### config.mk
export PLATFORM = sky130hd
export DESIGN_NAME = ps2_host_tx
export DESIGN_NICKNAME = d
export VERILOG_FILES = /design/src/rtl/ps2_host_tx.sv
export SDC_FILE = /design/constraint.sdc
export NUM_CORES = 1
export LEC_CHECK = 0
export ABC_AREA = 0
export CELL_PAD_IN_SITES_DETAIL_PLACEMENT = 0
export CELL_PAD_IN_SITES_GLOBAL_PLACEMENT = 1
export CORE_AREA = 2 2 78 80
export CTS_BUF_LIST = sky130_fd_sc_hd__clkbuf_4
export CTS_CLUSTER_DIAMETER = 150
export DETAILED_ROUTE_END_ITERATION = 16
export DIE_AREA = 0 0 80 82
export DONT_BUFFER_PORTS = 1
export HOLD_SLACK_MARGIN = 0.05
export PLACE_DENSITY = 0.76
export SYNTH_ARGS = -nofsm -noshare
export SYNTH_HDL_FRONTEND = slang
export SYNTH_SLANG_ARGS = --single-unit
### constraint.sdc
create_clock -name clk -period 2.4 [get_ports clk]
set_input_delay 0.36 -clock clk [delete_from_list [all_inputs] [get_ports clk]]
set_output_delay 0.36 -clock clk [all_outputs]
set_load 0.05 [all_outputs]
### src/rtl/ps2_host_tx.sv
// PS/2 host-to-device byte transmitter with open-drain enables.
// Define PS2_TX_RETRY_EN to resend a NACKed or timed-out byte up to twice.
module ps2_host_tx #(
  parameter int INHIBIT_CYCLES = 5000,
  parameter int TIMEOUT_CYCLES = 750000,
  parameter int FILTER_LEN     = 6
) (
  input  logic       clk,
  input  logic       reset,
  input  logic [7:0] tx_data,
  input  logic       tx_valid,
  output logic       tx_ready,
  input  logic       ps2_clk_in,
  input  logic       ps2_data_in,
  output logic       ps2_clk_oe,
  output logic       ps2_data_oe,
  output logic       busy,
  output logic       tx_done,
  output logic       tx_ack_ok,
  output logic       tx_error
);

  localparam int HALF = FILTER_LEN / 2;
  localparam int CMAX = (INHIBIT_CYCLES > TIMEOUT_CYCLES) ?
                        INHIBIT_CYCLES : TIMEOUT_CYCLES;
  localparam int CW   = $clog2(CMAX + 1);

  typedef enum logic [2:0] {
    IDLE, INHIBIT, REQ, SEND, ACK, WAIT_IDLE
  } state_t;

  state_t          state_q, state_d;
  logic [CW-1:0]   cnt_q, cnt_d;
  logic [3:0]      idx_q, idx_d;
  logic [7:0]      byte_q, byte_d;
  logic            par_q, par_d;
  logic            dat_q, dat_d;
  logic            ack_q, ack_d;
  logic            ok_q, ok_d;
  logic            done_q, done_d;
  logic            err_q, err_d;
  logic            can_retry;
  logic            bit_v;

  logic [1:0]            clk_sy, dat_sy;
  logic [FILTER_LEN-1:0] filt;
  logic                  clk_s, data_s, fall;

  // Bus idles high, so synchronizers and filter reset to 1.
  always_ff @(posedge clk or negedge reset) begin
    if (!reset) begin
      clk_sy <= 2'b11;
      dat_sy <= 2'b11;
      filt   <= '1;
    end else begin
      clk_sy <= {clk_sy[0], ps2_clk_in};
      dat_sy <= {dat_sy[0], ps2_data_in};
      filt   <= {filt[FILTER_LEN-2:0], clk_sy[1]};
    end
  end

  assign clk_s  = clk_sy[1];
  assign data_s = dat_sy[1];
  assign fall   = (&filt[FILTER_LEN-1:HALF]) & ~(|filt[HALF-1:0]);

  always_comb begin
    bit_v = 1'b1;
    if (idx_q < 4'd8) bit_v = byte_q[idx_q[2:0]];
    else if (idx_q == 4'd8) bit_v = par_q;
  end

`ifdef PS2_TX_RETRY_EN
  logic [1:0] retry_q, retry_d;
  always_ff @(posedge clk or negedge reset) begin
    if (!reset) retry_q <= 2'd0;
    else        retry_q <= retry_d;
  end
  assign can_retry = (retry_q != 2'd2);
`else
  assign can_retry = 1'b0;
`endif

  always_comb begin
    state_d = state_q;
    cnt_d   = cnt_q;
    idx_d   = idx_q;
    byte_d  = byte_q;
    par_d   = par_q;
    dat_d   = dat_q;
    ack_d   = ack_q;
    ok_d    = ok_q;
    done_d  = 1'b0;
    err_d   = 1'b0;
`ifdef PS2_TX_RETRY_EN
    retry_d = retry_q;
`endif
    unique case (state_q)
      IDLE: begin
        dat_d = 1'b0;
        if (tx_valid) begin
          state_d = INHIBIT;
          cnt_d   = '0;
          byte_d  = tx_data;
          par_d   = ~^tx_data;
          ok_d    = 1'b0;
`ifdef PS2_TX_RETRY_EN
          retry_d = 2'd0;
`endif
        end
      end
      INHIBIT: begin
        if (cnt_q == CW'(INHIBIT_CYCLES - 1)) begin
          state_d = REQ;
          cnt_d   = '0;
          dat_d   = 1'b1;
        end else begin
          cnt_d = cnt_q + CW'(1);
        end
      end
      REQ: begin
        state_d = SEND;
        idx_d   = 4'd0;
        cnt_d   = '0;
      end
      SEND, ACK, WAIT_IDLE: begin
        if (state_q == WAIT_IDLE && clk_s && data_s) begin
          cnt_d = '0;
          if (!ack_q && can_retry) begin
            state_d = INHIBIT;
`ifdef PS2_TX_RETRY_EN
            retry_d = retry_q + 2'd1;
`endif
          end else begin
            state_d = IDLE;
            done_d  = 1'b1;
            ok_d    = ack_q;
          end
        end else if (fall) begin
          // A fall always wins over a coincident timeout.
          cnt_d = '0;
          if (state_q == SEND) begin
            idx_d = idx_q + 4'd1;
            dat_d = ~bit_v;
            if (idx_q == 4'd9) state_d = ACK;
          end else if (state_q == ACK) begin
            ack_d   = ~data_s;
            state_d = WAIT_IDLE;
          end
        end else if (cnt_q == CW'(TIMEOUT_CYCLES - 1)) begin
          cnt_d = '0;
          dat_d = 1'b0;
          if (can_retry) begin
            state_d = INHIBIT;
`ifdef PS2_TX_RETRY_EN
            retry_d = retry_q + 2'd1;
`endif
          end else begin
            state_d = IDLE;
            err_d   = 1'b1;
          end
        end else begin
          cnt_d = cnt_q + CW'(1);
        end
      end
      default: state_d = IDLE;
    endcase
  end

  always_ff @(posedge clk or negedge reset) begin
    if (!reset) begin
      state_q <= IDLE;
      cnt_q   <= '0;
      idx_q   <= 4'd0;
      byte_q  <= 8'd0;
      par_q   <= 1'b0;
      dat_q   <= 1'b0;
      ack_q   <= 1'b0;
      ok_q    <= 1'b0;
      done_q  <= 1'b0;
      err_q   <= 1'b0;
    end else begin
      state_q <= state_d;
      cnt_q   <= cnt_d;
      idx_q   <= idx_d;
      byte_q  <= byte_d;
      par_q   <= par_d;
      dat_q   <= dat_d;
      ack_q   <= ack_d;
      ok_q    <= ok_d;
      done_q  <= done_d;
      err_q   <= err_d;
    end
  end

  assign tx_ready    = (state_q == IDLE);
  assign busy        = ~tx_ready;
  assign ps2_clk_oe  = (state_q == INHIBIT) || (state_q == REQ);
  assign ps2_data_oe = dat_q;
  assign tx_done     = done_q;
  assign tx_ack_ok   = ok_q;
  assign tx_error    = err_q;

endmodule

==> results.yml <==
outcome:
  status: "finished clean"
cells_and_area:
  finalNetCount: 296
  fillers: 547
  areaGrowthSynthToFinish_pct: 14.37
  diodes: 0
  fin_area_um2: 2958
  utilization: 0.5148
  drive_gt1_frac: 0.2464
clock_network:
  htreeDepth: 2
  cts-root-buf: "clkbuf_4"
  cts_buffers: 5
  cts_tree: "yes"
  clk_latency_ps: 370
  cts_buffer_depth: 2
  clk_pin_slew_ps: 170
  cts_num_sinks: 51
critical_path:
  slowest_stage: "or4b_4"
  cp-start-kind: "flop"
  critPathLaunch: "cnt_q[14]$_DFFE_PN0P_"
  worstPathCellList: "nand3_2, or4b_4, nor3_4, o21ai_2, buf_4, nor2_2, mux2_2"
  path_class: "flop to flop"
  end_kind: "flop"
  worstPathRequired_ps: 2670
  r2r-start: "cnt_q[14]$_DFFE_PN0P_"
  cp_max_fo: 10
  crit_arrival_ps: 2520
  max_stage_delay_ps: 540
logic_synthesis:
  ys_types: 48
  synthArstFlopShare: 1.000
  synth_top_family_by_area: "simple AND/OR/NAND/NOR gates"
  synth_fp_nets: 269
  syn_inst: 252
  synth_top_area_frac: 0.3967
  synth_xor_xnor_area_share: 0.07789
  synth_most_common_cell: "dfrtp_1"
  synth_fa_ha_area_frac: 0.01935
  synth_mux_area_frac: 0.06483
  synth-warning-count: 0
  synth_edf_count: 0
  avgSynthCellArea_um2: 10.26
  synth.area.top_cells: "dfrtp_1 (40%), dfstp_2 (10%), xnor2_1 (5.4%)"
  synth_common_cells: "dfrtp_1 (41), nor2_1 (31), nand2_1 (19)"
  synth_ff_type: "dfrtp_1"
  ys_seq_area_frac: 0.4983
  netlist_area_um2: 2586
  synth_compound_area_frac: 0.09966
  synthSimpleGateAreaFrac: 0.2090
  synth_seq_cells: 51
  synth_top_area_cell: "dfrtp_1"
routing:
  first_iter_violations: 150
  drt-pass1-iter-count: 4
  drc: 0
  finalWirelength_um: 5329
  ant_nets: 0
  via_count: 1945
  viasPerCell: 5.479
  wl_per_cell_um: 15.01
die:
  core_area_um2: 5746
  floorplan.initialDensity: 0.4501
  row_count: 28
  fp.dieArea_um2: 6560
  fp.dieH_um: 82
  io_pins: 20
  die_x_um: 80
placed_design:
  port_buffers: 0
  gp_congestion: 0.8436
  placed_area_um2: 2826
  dp_hpwl_um: 3868
power_and_ir_drop:
  switching_share: 0.2446
  sequentialPowerShare: 0.652
  power_frac_comb: 0.036
  internal_power_mw: 1.019
  p_clk_frac: 0.313
  max-vdd-ir-drop_uv: 430.1
  leakage_nw: 1.307
  powerDensity_nw_per_um2: 456.2
  p_switching_mw: 0.3300
sta:
  min_period_ps: 2252
  rsz0062_at_grt: "false"
  tightest_slew_ps: 649.2
  relSlewSlack: 0.5668
  min_period_over_period: 0.9385
  fmax_ghz: 0.4440
  drv_slew: 0
  finClkSkew_ps: 14.79
  setup_tns_ps: 0
  setup-violations-final: 0
  hold_ws_ps: 116.6
  hold_viol: 0
min_path:
  min_from: "tx_data[6]"
  worstHoldPathType: "input port to flop"
global_routing:
  grt_pass1_wl_um: 9218
  overflow: 0
  grt_util_all_layers: 0.1806
  grt_pass1_vias: 1895
  grt_start_max_net_pins: 52
  grt_antenna_before_repair: 0
job:
  maxCapViolations: 0
-- power by group through the flow --
stage | Sequential [mW] | Combinational [mW] | Clock [mW]
floorplan | 0.894 | 0.0204 | 0
global placement | 0.895 | 0.0222 | 0
detailed placement | 0.895 | 0.0230 | 0
CTS | 0.880 | 0.0499 | 0.437
global route | 0.882 | 0.0553 | 0.470
finish | 0.880 | 0.0479 | 0.422
-- through the flow --
| step | power (mW) | worst slack, ps | std cells |
|---|---|---|---|
| after global placement | 0.9172 | -43.18 | 342 |
| final | 1.349 | 147.7 | 355 |
| after detailed placement | 0.9183 | -122.1 | 342 |
| after CTS | 1.367 | 105.7 | 354 |
| after global routing | 1.407 | 23.98 | 355 |
| after floorplan | 0.9140 | 182.9 | 252 |
-- layer usage --
| metal | global-route usage | wire length [µm] | share of wire |
|---|---|---|---|
| met4 | 0.04237 | 42 | 0.0079 |
| met5 | 0 | 0 | 0 |
| met3 | 0.03956 | 201 | 0.038 |
| met2 | 0.2692 | 2316 | 0.43 |
| met1 | 0.2682 | 2768 | 0.52 |
-- path summary, 6_finish.rpt --
| kind | to | slack, ps | depth (start not counted) |
|---|---|---|---|
| max in group asynchronous | filt[1]$_DFF_PN1_ | 1650 | 2 |
| hold reg to reg | clk_sy[1]$_DFF_PN1_ | 370 | 0 |
| min in group asynchronous | byte_q[6]$_DFFE_PN0P_ | 460 | 2 |
| hold / removal | byte_q[6]$_DFFE_PN0P_ | 120 | 1 |
| setup / recovery | state_q[1]$_DFFE_PN0P_ | 150 | 7 |
| setup reg to reg | state_q[1]$_DFFE_PN0P_ | 150 | 7 |
-- kinds of logic after synthesis --
family,after synthesis
and+or+nand+nor,103
muxes,13
adders and majority gates,4
DFF,51
AOI/OAI and AO/OA,40
xor gates and xnor gates,23
buffers and inverters,18
-- state kept, by name, indices dropped and copies added, names as in the netlist, 2 cells and up --
signal,count
byte_q,8
clk_sy,2
cnt_q,20
dat_sy,2
filt,6
idx_q,4
state_q,3
-- worst max-delay path: cells and delay by family (launching register included) --
family	cells	cell delay, ps
flip-flops	1	450
AND/OR/NAND/NOR	4	1090
AO/OA/AOI/OAI	1	90
multiplexers	1	360
buffers and inverters	1	180
-- placed cells by master, fill, tap and decap left out, drive strengths merged, types with 2 or more instances in the layout --
master,instances
xor2,7
and2,2
buf,28
dfstp,10
nand2b,4
dlygate4sd3,3
xnor2,16
mux4,2
nor4b,2
inv,9
nor2b,2
nor2,32
o31ai,2
nor3,9
ha,4
dfrtp,41
nand4,6
a31oi,4
nand3,12
clkbuf,5
nand2,19
nor4,4
and3,2
a211oi,2
a22o,2
a21o,2
a21oi,10
mux2,10
o21ai,11
o21bai,2
nand4b,2
or3,3
-- final cells by class --
class / count / area [µm²] / share of cell area
clock inverter: 3 / 25.02 / 0.008460
multi-input combinational: 183 / 1225 / 0.4141
sequential: 51 / 1290 / 0.4361
tap: 75 / 93.84 / 0.03173
clock buffer: 5 / 37.54 / 0.01269
inverter: 7 / 26.28 / 0.008883
timing repair buffer: 31 / 260.3 / 0.08799
-- repair_timing --
action	4_1_cts	5_1_grt
pin swaps	0	2
hold endpoints to repair	53	0
hold buffers	4	0
gates resized for setup	1	2
buffers inserted	0	1
endpoints found under the setup margin	15	18
(Power assumes the default switching activity.)
